==> config.mk <==
export PLATFORM = sky130hd
export DESIGN_NAME = fetch_sequencer
export DESIGN_NICKNAME = d
export VERILOG_FILES = /design/src/rtl/fetch_sequencer.sv
export SDC_FILE = /design/constraint.sdc
export NUM_CORES = 1
export LEC_CHECK = 0
export ABC_AREA = 0
export CORE_MARGIN = 10
export CORE_UTILIZATION = 50
export DETAILED_ROUTE_END_ITERATION = 10
export GPL_TIMING_DRIVEN = 0
export HOLD_SLACK_MARGIN = 0.05
export PLACE_DENSITY = 0.65
export SLEW_MARGIN = 40
export SYNTH_ARGS = -nofsm -noshare
export SYNTH_HDL_FRONTEND = slang
export SYNTH_SLANG_ARGS = --single-unit
export TNS_END_PERCENT = 20
==> constraint.sdc <==
create_clock -name Clk -period 6.4 [get_ports Clk]
set_input_delay 0.64 -clock Clk [delete_from_list [all_inputs] [get_ports Clk]]
set_output_delay 0.64 -clock Clk [all_outputs]
set_load 0.1 [all_outputs]
==> src/rtl/fetch_sequencer.sv <==
// Program-counter and fetch sequencer for the 9-bit accumulator ISA.
// Steps one instruction per cycle. Taken branches jump to absolute targets
// held in a writable lookup table. Reports run status and a saturating
// count of cycles spent running.
module fetch_sequencer #(
    parameter int PC_W      = 10,
    parameter int CNT_W     = 16,
    parameter int LUT_DEPTH = 32
) (
    input  logic             Clk,
    input  logic             Reset_n,
    input  logic             Start,
    input  logic [PC_W-1:0]  StartAddr,
    input  logic             Branch,
    input  logic             Taken,
    input  logic             Halt,
    input  logic [4:0]       Offset,
    input  logic             LutWe,
    input  logic [4:0]       LutAddr,
    input  logic [PC_W-1:0]  LutData,
    output logic [PC_W-1:0]  PC,
    output logic             Running,
    output logic             Done,
    output logic [CNT_W-1:0] CycleCount
);

    typedef enum logic [1:0] {
        ST_IDLE = 2'd0,
        ST_RUN  = 2'd1,
        ST_DONE = 2'd2
    } state_t;

    state_t          state;
    state_t          state_next;
    logic [PC_W-1:0] pc_next;
    logic [CNT_W-1:0] cnt_next;
    logic [CNT_W-1:0] cnt_inc;
    logic [PC_W-1:0] lut [LUT_DEPTH];

    assign Running = (state == ST_RUN);
    assign Done    = (state == ST_DONE);

    // Saturating increment: sticks at all-ones instead of wrapping.
    assign cnt_inc = (CycleCount == {CNT_W{1'b1}}) ? CycleCount : CycleCount + 1'b1;

    // State register.
    always_ff @(posedge Clk) begin
        // NOTE: registers use non-blocking assignment so every flop samples
        // the pre-edge values, independent of statement order.
        if (!Reset_n) state <= ST_IDLE;
        else          state <= state_next;
    end

    // Next-state, next-PC and next-count selection.
    always_comb begin
        // NOTE: every output of this block gets a default first, so no path
        // leaves a signal unassigned and no latch is inferred.
        state_next = state;
        pc_next    = PC;
        cnt_next   = CycleCount;
        case (state)
            ST_IDLE, ST_DONE: begin
                if (Start) begin
                    state_next = ST_RUN;
                    pc_next    = StartAddr;
                    cnt_next   = '0;
                end
            end
            ST_RUN: begin
                cnt_next = cnt_inc;
                if (Halt)                 state_next = ST_DONE;
                else if (Branch && Taken) pc_next    = lut[Offset];
                else                      pc_next    = PC + 1'b1;
            end
            default: state_next = ST_IDLE;
        endcase
    end

    // PC and cycle-counter registers.
    always_ff @(posedge Clk) begin
        if (!Reset_n) begin
            PC         <= '0;
            CycleCount <= '0;
        end else begin
            PC         <= pc_next;
            CycleCount <= cnt_next;
        end
    end

    // Branch-target table; the lookup above reads the pre-edge contents,
    // so a same-cycle write to the looked-up entry is seen one edge later.
    always_ff @(posedge Clk) begin
        // NOTE: the table is built from flops with a reset so that every
        // entry reads 0 after reset; a RAM macro could not be cleared in
        // one cycle.
        if (!Reset_n) begin
            for (int i = 0; i < LUT_DEPTH; i++) lut[i] <= '0;
        end else if (LutWe) begin
            lut[LutAddr] <= LutData;
        end
    end

endmodule

# ---- Yosys cells after proc, flatten, opt, wreduce, memory -nomap -nowiden
# Memory sizes are Yosys's and may differ from the RTL's.
# Cells that the tools add are included.
dict set report classes {
  n_addsub 2
  eq_ne 7
  n_mux 17
  reduce_logical 8
}
# cell n
set ops {}
lappend ops {{10-bit 2-to-1 mux} 4}
lappend ops {{16-bit 2-to-1 mux} 2}
lappend ops {{16-bit case mux with 2 select lines} 1}
lappend ops {{10-bit case mux with 2 select lines} 1}
lappend ops {{16-bit by 1-bit adder with 16-bit output (second input constant)} 1}
lappend ops {{16-bit equality test (second input constant)} 1}
lappend ops {{10-bit by 1-bit adder with 10-bit output (second input constant)} 1}
lappend ops {{10-bit OR reduction} 1}
lappend ops {{2-bit != test (second input constant)} 4}
lappend ops {{3-bit AND reduction} 2}
lappend ops {{1-bit 2-to-1 mux} 5}
lappend ops {{5-bit 2-to-1 mux} 1}
lappend ops {{2-bit 2-to-1 mux} 2}
lappend ops {{2-bit case mux with 2 select lines} 1}
lappend ops {{2-bit by 1-bit equality test with 1-bit output (second input constant)} 1}
lappend ops {{2-bit equality test (second input constant)} 1}
lappend ops {{2-bit zero test} 1}
lappend ops {{2-bit AND reduction} 1}
lappend ops {{2-bit nonzero test} 1}
lappend ops {{2-bit OR reduction} 1}
lappend ops {{1-bit logical AND} 1}
dict set report word_totals {
  register_bits 28
  ramBits 320
  inputBits 37
  n_memories 1
}
# name words word_bits read_ports rd_ports_with_merged_regs wr line
set mem_list {}
lappend mem_list {lut 32 10 1 0 32 38} ;# logic [PC_W-1:0] lut [LUT_DEPTH];

# ---- Logic depth before layout (Yosys ltp)
dict set report logic_depth {
  depth_word 5
  mapped_depth 9
}

# ---- Least setup slack after synthesis
# Ideal clock, no wire load.
dict set report synth_timing {
  path_type {in2reg}
  start {input port Reset_n}
  end {memory lut[24][0], enable pin}
  setup_time_ns 0.391
  arrival_ns 2.297
  setup_slack_ns 3.712
  cell_stages 6
  n_path_buf 3
  path_cell_list {buf_2 nand2_1 or3_1 clkbuf_1 clkbuf_1 o21ai_0}
}
# item line
set synth_rtl {}
lappend synth_rtl {{start, declared} 11} ;# input logic Reset_n,
lappend synth_rtl {{end, declared} 38}

==> results summary <==
The flow ran to the end, and the final reports show no timing, DRC or antenna violations. The kind of end point of the critical path is a flop. The count of instances resized after the clock tree is built came out at 0. The average detailed-routed wire length per instance came out at 27.51 um.

After synthesis the cells add up to 0.01639 mm^2. Summing internal, switching and leakage power gives 5.300 mW. The setup TNS came out at 0 ns. The share of the Yosys chip area taken by registers is 62.06%. The worst-path maximum fanout came out at 10. The number of buffers on the longest clock path is 3. The worst setup path is launched from an input pin. The fraction of final layout cells sized beyond drive strength 1 is 19.97%. The measured slew at the worst slew-check pin came out at 0.9022 ns.

The die is 201.0 um wide. The post-CTS clock slew at the launch and capture registers of the worst setup and hold paths is 0.06 ns. The first TritonRoute pass finished after 5 iterations. The maximum level of the CTS H-tree is 2. The total of hold buffers inserted after clock tree synthesis came out at 0. Measured against its own limit, the worst slew margin works out to 39.63%. The final RePlAce weighted congestion is 0.8937. The maximum clock frequency is 347.9 MHz. The top-level port count is 65. The synthesized design contains 320 enable-type register cells.

The number of antenna violations at the first check in global routing came to 1. The first global-routing pass estimated 70.48 mm of wire. In this run the clock root is driven by a sky130_fd_sc_hd__clkbuf_16.

The pin count of the biggest net entering global routing is 13. The final clock period utilization by the worst path is 44.91%. The per-instance average area after synthesis is 14.21 um^2. The share of flip-flops with an asynchronous set or reset came out at 0%. Counting cells, the worst reg-to-reg path comes to 5. The minimum clock period came out at 2.874 ns. The number of failing hold endpoints at the final stage came out at 0. Counting every instance in the synthesized netlist gives 1153.

The power density normalized to cell area came out at 278.8 mW/mm^2. The global routing usage on met3 came out at 4.631%. Wires add up to 48.26 mm. The y dimension of the die came out at 201.0 um. The number of buffers created by CTS came out at 39. The highest ir drop seen on vdd is 0.0001869 V.

The tightest hold margin is 0.5290 ns. After synthesis the netlist holds a flip-flop and latch count of 348. The yosys synthesis warning count is 0. The total of max-cap violations is 0. The instance area at placement is 0.01780 mm^2. The detailed-placement wirelength estimate is 34.53 mm. The final clock skew came out at 0.009283 ns. The remaining antenna violation count after routing is 0. The ratio of routed vias to standard cells is 6.008. The latest clock arrival within the worst-skew pair is 0.54 ns. After the first detailed-routing iteration, the DRC count stood at 1258.

The leakage power summed over all cells is 6.606 nW. The area growth from synthesis to layout is 16.01%. The kind of critical path is input pin to flop. The final non-filler cell area came out at 0.01901 mm^2.

Once the clock tree was built, the setup fixing pass inserted 0 buffers. The number of diodes came out at 0. The floorplan has 66 rows. Global routing used 36.34% of the available met2 tracks. In the global route stage, met1 resource usage came out at 32.68%.

Setup violations remaining at the end of the flow were counted as 0. The final count of pins violating max slew is 0. The worst hold path stage count came out at 2. The count of unique library cells instantiated by Yosys is 59.

The count of buffers inserted at the top-level ports is 59. In the routed design, unresolved DRC markers number 0. The core region area is 0.03245 mm^2. STA puts the critical path data required time at 6.80 ns.

The layer flagged by global routing as most heavily used is met2. The CTS tree is built. Setup repair after global routing left no endpoint under its margin. For the worst setup path, the data arrival time is 3.27 ns. CTS saw 348 sinks. Synthesis produced a netlist with a net count of 1192. In the global route stage, overall resource usage came out at 23.54%. For this run, the leading register cell type out of synthesis is sky130_fd_sc_hd__edfxtp_1.

The total via count in the routed design came out at 10.54k. For this configuration, the core starts out at a cell density of 50.49%. The overflow left after global routing is 0. The final core utilization came out at 58.58%. In the final design database the tool counted 1323 nets. The worst hold path belongs to the class flop to flop. The floorplan step defined a die boundary enclosing 0.04042 mm^2. The number of global-route vias before repair is 10.33k.
path summary, 6_finish.rpt:
check,startpoint,end,slack [ns]
setup / recovery,LutWe,lut[20][4],3.53
setup reg to reg,state[1],PC[3],4.37
hold / removal,CycleCount[1],CycleCount[1],0.53
hold reg to reg,CycleCount[1],CycleCount[1],0.53
layer usage:
metal  wire [um]  share of wire [%]
met5           0                  0
met4        1613                3.3
met3        4469                9.3
met2       22280                 46
met1       19890                 41
Yosys cell counts, types with 5 or more instances:
library cell | number | area, um^2
sky130_fd_sc_hd__and2_1 | 323 | 2021
sky130_fd_sc_hd__edfxtp_1 | 320 | 9609
sky130_fd_sc_hd__mux4_2 | 71 | 1599
sky130_fd_sc_hd__nor2_1 | 68 | 255.2
sky130_fd_sc_hd__clkbuf_1 | 58 | 217.7
sky130_fd_sc_hd__o21ai_0 | 43 | 215.2
sky130_fd_sc_hd__dfxtp_1 | 28 | 560.5
sky130_fd_sc_hd__nand2_1 | 28 | 105.1
sky130_fd_sc_hd__nand3_1 | 13 | 65.06
sky130_fd_sc_hd__mux2_2 | 11 | 123.9
sky130_fd_sc_hd__mux2i_1 | 11 | 110.1
sky130_fd_sc_hd__buf_4 | 10 | 75.07
sky130_fd_sc_hd__nor3_1 | 10 | 50.05
sky130_fd_sc_hd__a22oi_1 | 9 | 67.56
sky130_fd_sc_hd__mux4_1 | 9 | 236.5
sky130_fd_sc_hd__nor2b_1 | 9 | 56.30
sky130_fd_sc_hd__o22ai_1 | 9 | 56.30
sky130_fd_sc_hd__buf_2 | 7 | 35.03
sky130_fd_sc_hd__inv_1 | 7 | 26.28
sky130_fd_sc_hd__a32o_1 | 6 | 60.06
sky130_fd_sc_hd__nor4_1 | 6 | 37.54
sky130_fd_sc_hd__xnor2_1 | 6 | 52.55
sky130_fd_sc_hd__a21oi_1 | 5 | 25.02
sky130_fd_sc_hd__nand4_1 | 5 | 31.28
sky130_fd_sc_hd__xor2_1 | 5 | 43.79
registers in the layout, indices dropped and copies added, names as in the netlist:
register and count:
lut 320, state 2, CycleCount 16, PC 10
worst max-delay path, cell delays in order:
cell	delay, ns
sky130_fd_sc_hd__clkdlybuf4s50_1	0.58
sky130_fd_sc_hd__nand2_1	0.09
sky130_fd_sc_hd__or3_1	0.31
sky130_fd_sc_hd__clkbuf_1	0.25
sky130_fd_sc_hd__clkbuf_1	0.40
sky130_fd_sc_hd__nor2_1	0.76
sky130_fd_sc_hd__and2_1	0.24
report_power, final:
part	leakage (nW)	internal [mW]	switching [mW]
Sequential	3.27	2.60	0.0390
Combinational	2.75	0.188	0.348
Clock	0.584	1.23	0.899
Total	6.61	4.01	1.29
cell type report:
cell class / count / area [um^2]
repair buffers: 90 / 735.7
multi-input cells: 717 / 5923
clock inverters: 19 / 155.1
clock buffers: 50 / 1039
fillers: 2586 / 13440
well taps: 442 / 553.0
plain buffers: 81 / 409.1
inverters: 7 / 26.28
flip-flops and latches: 348 / 10170
cells by family (layout without fill, tap and decap cells):
| family | count (synthesis) | after routing | share of synthesized area [%] |
|---|---|---|---|
| fa+ha+maj | 2 | 2 | 0.1527 |
| compound gates | 116 | 116 | 4.810 |
| simple gates | 486 | 486 | 17.11 |
| flops | 348 | 348 | 62.06 |
| xor+xnor | 11 | 11 | 0.5879 |
| mux | 102 | 102 | 12.63 |
| buf+inv | 88 | 247 | 2.649 |
cell usage in the layout (no fill, tap or decap), types with 7 or more instances in the layout:
master,n
sky130_fd_sc_hd__nor3_1,10
sky130_fd_sc_hd__o21ai_0,11
sky130_fd_sc_hd__nor2_2,8
sky130_fd_sc_hd__dfxtp_1,28
sky130_fd_sc_hd__buf_2,35
sky130_fd_sc_hd__edfxtp_1,320
sky130_fd_sc_hd__buf_4,27
sky130_fd_sc_hd__and2_1,323
sky130_fd_sc_hd__clkbuf_1,67
sky130_fd_sc_hd__a22oi_1,9
sky130_fd_sc_hd__clkdlybuf4s50_1,31
sky130_fd_sc_hd__nor2b_1,9
sky130_fd_sc_hd__mux4_1,9
sky130_fd_sc_hd__buf_6,18
sky130_fd_sc_hd__mux4_2,71
sky130_fd_sc_hd__clkinv_1,9
sky130_fd_sc_hd__nand2_1,28
sky130_fd_sc_hd__nand3_1,13
sky130_fd_sc_hd__nor2_1,60
sky130_fd_sc_hd__o22ai_1,9
sky130_fd_sc_hd__inv_1,7
sky130_fd_sc_hd__mux2i_1,11
sky130_fd_sc_hd__clkbuf_16,40
sky130_fd_sc_hd__mux2_2,11
sky130_fd_sc_hd__o21ai_2,33
metrics by stage:
step           setup slack (ns)  instances
2_1_floorplan             3.712       1153
3_3_place_gp              2.272       1654
3_5_place_dp              3.092       1685
4_1_cts                   3.522       1754
5_1_grt                   3.391       1754
6_report                  3.526       1754
(Power assumes the default switching activity.)
